<file path="src/rtl/packet_read_transmit_if.sv">
// packet_read_transmit_if: descriptor, packet-RAM read, byte stream and bufid release signals
interface packet_read_transmit_if;
  logic [8:0] iv_pkt_bufid;
  logic [10:0] iv_pkt_len;
  logic i_descriptor_wr;
  logic o_descriptor_ack;
  logic [15:0] ov_rd_addr;
  logic o_rd_req;
  logic i_rd_ack;
  logic [133:0] iv_rdata;
  logic i_rdata_valid;
  logic [8:0] ov_data;
  logic o_data_wr;
  logic i_data_ready;
  logic [8:0] ov_bufid;
  logic o_bufid_wr;
  logic i_bufid_ack;
  logic o_pkt_out_pulse;
  logic o_format_error_pulse;
  modport master (
    input iv_pkt_bufid, iv_pkt_len, i_descriptor_wr, i_rd_ack, iv_rdata, i_rdata_valid,
    input i_data_ready, i_bufid_ack,
    output o_descriptor_ack, ov_rd_addr, o_rd_req, ov_data, o_data_wr, ov_bufid, o_bufid_wr,
    output o_pkt_out_pulse, o_format_error_pulse
  );
  modport slave (
    output iv_pkt_bufid, iv_pkt_len, i_descriptor_wr, i_rd_ack, iv_rdata, i_rdata_valid,
    output i_data_ready, i_bufid_ack,
    input o_descriptor_ack, ov_rd_addr, o_rd_req, ov_data, o_data_wr, ov_bufid, o_bufid_wr,
    input o_pkt_out_pulse, o_format_error_pulse
  );
endinterface

</file>
<file path="src/rtl/packet_read_transmit.sv">
// packet_read_transmit: reads a stored packet word by word and serializes it as a byte stream
module packet_read_transmit #(
  parameter bit BYTE_FLAG_EN = 1'b1
) (
  input  logic i_clk,
  input  logic i_rst_n,
  packet_read_transmit_if.master bus,
  output logic [2:0] prt_state
);
  typedef enum logic [2:0] {IDLE, RD_REQ, RD_WAIT, SEND, RELEASE} state_t;
  state_t state, state_nxt;
  logic [8:0] bufid;
  logic [10:0] len, bytes_left;
  logic [6:0] word_idx;
  logic [3:0] byte_idx;
  logic [127:0] word;
  logic err_seen;
  logic accept, latch, xfer, first_byte, last_byte, last_word, flag_bad, unused_rsvd;
  assign accept = state == IDLE && bus.i_descriptor_wr;
  assign latch = state == RD_WAIT && bus.i_rdata_valid;
  assign xfer = state == SEND && bus.i_data_ready;
  assign first_byte = word_idx == 7'd0 && byte_idx == 4'd0;
  assign last_byte = bytes_left == 11'd1;
  assign last_word = word_idx == 7'((len - 11'd1) >> 4);
  // expected flag is {is_last_word, is_first_word}, covering head/tail/single/middle
  assign flag_bad = bus.iv_rdata[133:132] != {last_word, word_idx == 7'd0};
  assign unused_rsvd = ^bus.iv_rdata[131:128];
  always_ff @(posedge i_clk or negedge i_rst_n)
    if (!i_rst_n) state <= IDLE;
    else state <= state_nxt;
  always_comb begin
    state_nxt = state;
    case (state)
      IDLE:    if (bus.i_descriptor_wr) state_nxt = bus.iv_pkt_len == 11'd0 ? RELEASE : RD_REQ;
      RD_REQ:  if (bus.i_rd_ack) state_nxt = RD_WAIT;
      RD_WAIT: if (bus.i_rdata_valid) state_nxt = SEND;
      SEND:    if (bus.i_data_ready) state_nxt = last_byte ? RELEASE : byte_idx == 4'd15 ? RD_REQ : SEND;
      RELEASE: if (bus.i_bufid_ack) state_nxt = IDLE;
      default: state_nxt = IDLE;
    endcase
  end
  always_comb begin
    bus.o_rd_req = state == RD_REQ;
    bus.ov_rd_addr = {bufid, word_idx};
    bus.o_data_wr = state == SEND;
    bus.ov_data = state == SEND ? {BYTE_FLAG_EN && (first_byte || last_byte), word[{~byte_idx, 3'b000} +: 8]} : 9'd0;
    bus.o_bufid_wr = state == RELEASE;
    bus.ov_bufid = bufid;
    prt_state = state;
  end
  always_ff @(posedge i_clk or negedge i_rst_n)
    if (!i_rst_n) begin
      bufid <= '0;
      len <= '0;
      bytes_left <= '0;
      word_idx <= '0;
      byte_idx <= '0;
      word <= '0;
      err_seen <= 1'b0;
      bus.o_descriptor_ack <= 1'b0;
      bus.o_format_error_pulse <= 1'b0;
      bus.o_pkt_out_pulse <= 1'b0;
    end else begin
      if (accept) begin
        bufid <= bus.iv_pkt_bufid;
        len <= bus.iv_pkt_len;
        bytes_left <= bus.iv_pkt_len;
        word_idx <= '0;
        err_seen <= bus.iv_pkt_len == 11'd0;
      end
      if (latch) begin
        word <= bus.iv_rdata[127:0];
        byte_idx <= '0;
        if (flag_bad) err_seen <= 1'b1;
      end
      if (xfer) begin
        byte_idx <= byte_idx + 4'd1;
        bytes_left <= bytes_left - 11'd1;
        if (byte_idx == 4'd15 && !last_byte) word_idx <= word_idx + 7'd1;
      end
      bus.o_descriptor_ack <= accept;
      bus.o_format_error_pulse <= (accept && bus.iv_pkt_len == 11'd0) || (latch && flag_bad && !err_seen);
      bus.o_pkt_out_pulse <= state == RELEASE && bus.i_bufid_ack && len != 11'd0;
    end
endmodule
</file>
<file path="src/flat_wrapper.sv">
// flat-port wrapper written by rule: the top's interface ports become plain ports
module packet_read_transmit_flat 
#(
  parameter bit BYTE_FLAG_EN = 1'b1
)
  (i_clk, i_rst_n, prt_state, bus_iv_pkt_bufid, bus_iv_pkt_len, bus_i_descriptor_wr, bus_i_rd_ack, bus_iv_rdata, bus_i_rdata_valid, bus_i_data_ready, bus_i_bufid_ack, bus_o_descriptor_ack, bus_ov_rd_addr, bus_o_rd_req, bus_ov_data, bus_o_data_wr, bus_ov_bufid, bus_o_bufid_wr, bus_o_pkt_out_pulse, bus_o_format_error_pulse);
  packet_read_transmit_if bus_i ();
  input  logic i_clk;
  input  logic i_rst_n;
  output logic [2:0] prt_state;
  input wire logic [$bits(bus_i.iv_pkt_bufid)-1:0] bus_iv_pkt_bufid;
  input wire logic [$bits(bus_i.iv_pkt_len)-1:0] bus_iv_pkt_len;
  input wire logic [$bits(bus_i.i_descriptor_wr)-1:0] bus_i_descriptor_wr;
  input wire logic [$bits(bus_i.i_rd_ack)-1:0] bus_i_rd_ack;
  input wire logic [$bits(bus_i.iv_rdata)-1:0] bus_iv_rdata;
  input wire logic [$bits(bus_i.i_rdata_valid)-1:0] bus_i_rdata_valid;
  input wire logic [$bits(bus_i.i_data_ready)-1:0] bus_i_data_ready;
  input wire logic [$bits(bus_i.i_bufid_ack)-1:0] bus_i_bufid_ack;
  output wire logic [$bits(bus_i.o_descriptor_ack)-1:0] bus_o_descriptor_ack;
  output wire logic [$bits(bus_i.ov_rd_addr)-1:0] bus_ov_rd_addr;
  output wire logic [$bits(bus_i.o_rd_req)-1:0] bus_o_rd_req;
  output wire logic [$bits(bus_i.ov_data)-1:0] bus_ov_data;
  output wire logic [$bits(bus_i.o_data_wr)-1:0] bus_o_data_wr;
  output wire logic [$bits(bus_i.ov_bufid)-1:0] bus_ov_bufid;
  output wire logic [$bits(bus_i.o_bufid_wr)-1:0] bus_o_bufid_wr;
  output wire logic [$bits(bus_i.o_pkt_out_pulse)-1:0] bus_o_pkt_out_pulse;
  output wire logic [$bits(bus_i.o_format_error_pulse)-1:0] bus_o_format_error_pulse;
  assign bus_i.iv_pkt_bufid = bus_iv_pkt_bufid;
  assign bus_i.iv_pkt_len = bus_iv_pkt_len;
  assign bus_i.i_descriptor_wr = bus_i_descriptor_wr;
  assign bus_i.i_rd_ack = bus_i_rd_ack;
  assign bus_i.iv_rdata = bus_iv_rdata;
  assign bus_i.i_rdata_valid = bus_i_rdata_valid;
  assign bus_i.i_data_ready = bus_i_data_ready;
  assign bus_i.i_bufid_ack = bus_i_bufid_ack;
  assign bus_o_descriptor_ack = bus_i.o_descriptor_ack;
  assign bus_ov_rd_addr = bus_i.ov_rd_addr;
  assign bus_o_rd_req = bus_i.o_rd_req;
  assign bus_ov_data = bus_i.ov_data;
  assign bus_o_data_wr = bus_i.o_data_wr;
  assign bus_ov_bufid = bus_i.ov_bufid;
  assign bus_o_bufid_wr = bus_i.o_bufid_wr;
  assign bus_o_pkt_out_pulse = bus_i.o_pkt_out_pulse;
  assign bus_o_format_error_pulse = bus_i.o_format_error_pulse;
  packet_read_transmit #(.BYTE_FLAG_EN(BYTE_FLAG_EN)) u_core (.i_clk(i_clk), .i_rst_n(i_rst_n), .bus(bus_i), .prt_state(prt_state));
endmodule
</file>
<file path="config.mk">
export PLATFORM = sky130hd
export DESIGN_NAME = packet_read_transmit_flat
export DESIGN_NICKNAME = d
export VERILOG_FILES = /design/src/rtl/packet_read_transmit_if.sv /design/src/rtl/packet_read_transmit.sv /design/src/flat_wrapper.sv
export SDC_FILE = /design/constraint.sdc
export NUM_CORES = 1
export LEC_CHECK = 0
export BUFFER_PORTS_ARGS = -buffer_cell sky130_fd_sc_hd__buf_4
export CORE_MARGIN = 10
export CORE_UTILIZATION = 58
export DETAILED_ROUTE_END_ITERATION = 12
export PLACE_DENSITY = 0.85
export SLEW_MARGIN = 25
export SYNTH_ARGS = -nofsm -noshare
export SYNTH_HDL_FRONTEND = slang
export SYNTH_SLANG_ARGS = --single-unit
</file>
<file path="constraint.sdc">
create_clock -name i_clk -period 6.25 [get_ports i_clk]
set_clock_uncertainty 0.15 [all_clocks]
set_input_delay 0.3125 -clock i_clk [delete_from_list [all_inputs] [get_ports i_clk]]
set_output_delay 0.3125 -clock i_clk [all_outputs]
set_load 0.01 [all_outputs]
</file>
==> metrics.txt <==
GP Congestion 0.874; share of cells above drive strength 1 23.4%; TritonCTS clock tree done; root buf cell clkbuf_16; switch share 34.9%; FF/Latch Area 4430 um^2; Rel. slew slack 32.2%; synthesized area 8600 um^2; Yosys top cell area share 51.5%; Seq/Total Area, Yosys 51.5%; TritonCTS buffer count 17; final hold vios 0; post-route ant nets 0; CP Cell Sequence buf_4 > mux4_2 > mux4_2 > and2_1 > buf_4; total gr overflow 0; die width 142 um; biggest area consumer among synthesized cells dfrtp_1; postcts setup bufs 0; H-tree depth 4; Clk pwr share 24.1%; Synth-to-Final Area Change 42.1%; Post-Synthesis Mean Instance Area 9.18 um^2; Pint 0.00312 W; vias in the first global route 8836; Core Region 14500 um^2; Power Density 391 nW/um^2; crit path kind reg2out; first-iteration detailed-routing DRC count 902; Net Sw Power 0.00167 W; final WL 30600 um; Comb power frac 33.8%; Avg WL per Cell 21.2 um; die area 20100 um^2; most frequent cell after synthesis nand2_1; slowest cell on the critical path mux4_2; hold buffers post-CTS 147; largest net degree at the start of global routing 111; cell count after synthesis 937; crit path time final 3310 ps; Leak Pwr 6.15 nW; first-pass GRT wire length 47500 um; FILL cells 742; worst-margin pin slew 1010 ps; Post-synth EDFFs 0; Buffers on Ports 199; Vias/cell 5.78; setup tns final 0 ps; clk slew on worst S/H paths 70 ps; RSZ-0062 raised after global routing false; Rows 44; first drt pass iteration count 5; Vias 8345; ys async rst share 100%; Netlist cell types 63; period utilization 53.0%; CP required 5790 ps; status finished clean; clock sinks 177; Final Power 0.00478 W; Initial Util 59.2%; placed cell area 10100 um^2; gr usage total 30.4%; DRC Markers 0; area of the multi-input gates 3840 um^2; cell family with most CP delay multiplexers; Post-DP HPWL 16300 um; CP peak stage delay 640 ps; Max FO, Critical Path 37; final net count 1409; number of synthesized register bits 177; Die Ht 142 um; VDD IR max 252 uV; Final setup viols 0; Skew-Pair Late Insertion Delay 430 ps; Critical Path AT 2850 ps; worst-case clock buffer depth 2; Worst Path Buf+Inv 2; Syn. warnings 0; fin area 12200 um^2; top cells by count, synth 463 x nand2_1, 177 x dfrtp_1, 43 x clkbuf_1, 40 x mux4_2, 24 x nor2_1; crit start category register; fmax 302 MHz; Final Max Tran Viols 0; max_cap viols 0; CP Capture Type primary output; Post-Syn Nets 1104; antenna violations before repair 5; min-delay worst type in2reg; main flop type after synthesis dfrtp_1; Ports 204; top post-synthesis cells by area dfrtp_1 51%, nand2_1 20%, mux4_2 10%, clkbuf_1 1.9%, o21ai_0 1.0%; Flop pwr share 42.2%; post-cts resize count 0
## kinds of logic (layout without fill, tap and decap cells)
logic type,count (synthesis),after routing,synth area share [%]
other,0,5,0
buffers and inverters,82,400,4.19
XOR/XNOR,9,9,0.916
AO/OA/AOI/OAI,62,62,4.86
adder cells (fa/ha/maj),6,6,0.873
flip-flops,177,177,51.5
AND/OR/NAND/NOR,557,557,26.7
multiplexers,44,44,11.0
## tightest hold or removal path, delay by kind of cell
| kind | cells | cell delay [ps] |
|---|---|---|
| compound gates | 1 | 80 |
| simple gates | 1 | 70 |
| buf+inv | 1 | 90 |
## routing by layer
layer  global-route usage, %  up-vias  wire length (um)
li1                        -     3684                 -
met1                    32.6     3987             10400
met2                    52.3      523             16100
met3                    7.91      151              2350
met4                    18.9        0              1850
met5                       0        -                 0
## state kept, by name (all words and copies together), names as in the netlist
signal,cells
u_core.bus.o_descriptor_ack,1
u_core.prt_state,3
u_core.bus.o_format_error_pulse,1
u_core.bytes_left,11
u_core.byte_idx,4
u_core.bus.ov_bufid,9
u_core.word,128
u_core.bus.o_pkt_out_pulse,1
u_core.word_idx,7
u_core.len,11
u_core.err_seen,1
## cell type report
cell class,instances,share of cell area [%]
Sequential cell,177,36.3
Multi-Input combinational cell,678,31.4
Timing Repair Buffer,352,24.7
Clock buffer,19,3.62
Tap cell,184,1.88
Clock inverter,13,1.53
Inverter,16,0.491
Antenna cell,5,0.102
## stage by stage
step / util (%) / hold slack [ps] / setup slack, ps / instances
after detailed placement: 69.5 / 308 / 3200 / 1260
final: 84.1 / 11.0 / 2940 / 1444
after global placement: 69.5 / 302 / 3270 / 1260
after global routing: 84.1 / 19.9 / 2820 / 1444
after floorplan: - / -133 / 3750 / 937
after CTS: 84.0 / 4.22 / 2910 / 1439
## cells in the final DEF, fill, tap and decap left out, types with 3 or more instances in the layout
master / count
a21oi_1: 10
a31oi_1: 4
and2_1: 9
buf_4: 204
bufinv_16: 4
clkbuf_16: 17
clkinv_4: 3
clkinvlp_4: 4
dfrtp_1: 175
diode_2: 5
dlygate4sd3_1: 147
ha_1: 6
inv_1: 15
mux2i_1: 3
mux4_2: 40
nand2_1: 463
nand2b_1: 4
nand3_1: 17
nand4_1: 4
nor2_1: 24
nor3_1: 7
nor4_1: 5
o211ai_1: 6
o21ai_0: 18
o31ai_1: 5
or2_2: 3
xnor2_1: 4
xor2_1: 5
## worst paths after layout
| path | end | startpoint | slack, ps | cells after the start |
|---|---|---|---|---|
| worst max register to register | u_core.word_idx[5]$_DFF_PN0_ | u_core.prt_state[0]$_DFFE_PN0P_ | 3120 | 8 |
| min in group asynchronous | u_core.word[79]$_DFFE_PN0P_ | i_rst_n | 400 | 2 |
| max in group asynchronous | u_core.byte_idx[0]$_DFFE_PN0P_ | i_rst_n | 4030 | 3 |
| worst min register to register | u_core.word[5]$_DFFE_PN0P_ | u_core.word[5]$_DFFE_PN0P_ | 320 | 2 |
| worst max-delay path | bus_ov_data[3] | u_core.byte_idx[0]$_DFFE_PN0P_ | 2940 | 5 |
| worst min-delay path | u_core.len[8]$_DFFE_PN0P_ | bus_iv_pkt_len[8] | 10 | 3 |
## power groups by stage
stage	sequential, W	combinational (W)	clock (W)
after floorplan	0.00183	0.00104	0
after global placement	0.00195	0.00141	0
after detailed placement	0.00198	0.00145	0
after CTS	0.00197	0.00154	0.00114
after global routing	0.00205	0.00174	0.00120
final	0.00202	0.00162	0.00115
Note: power is estimated with default switching activity, not from simulation.
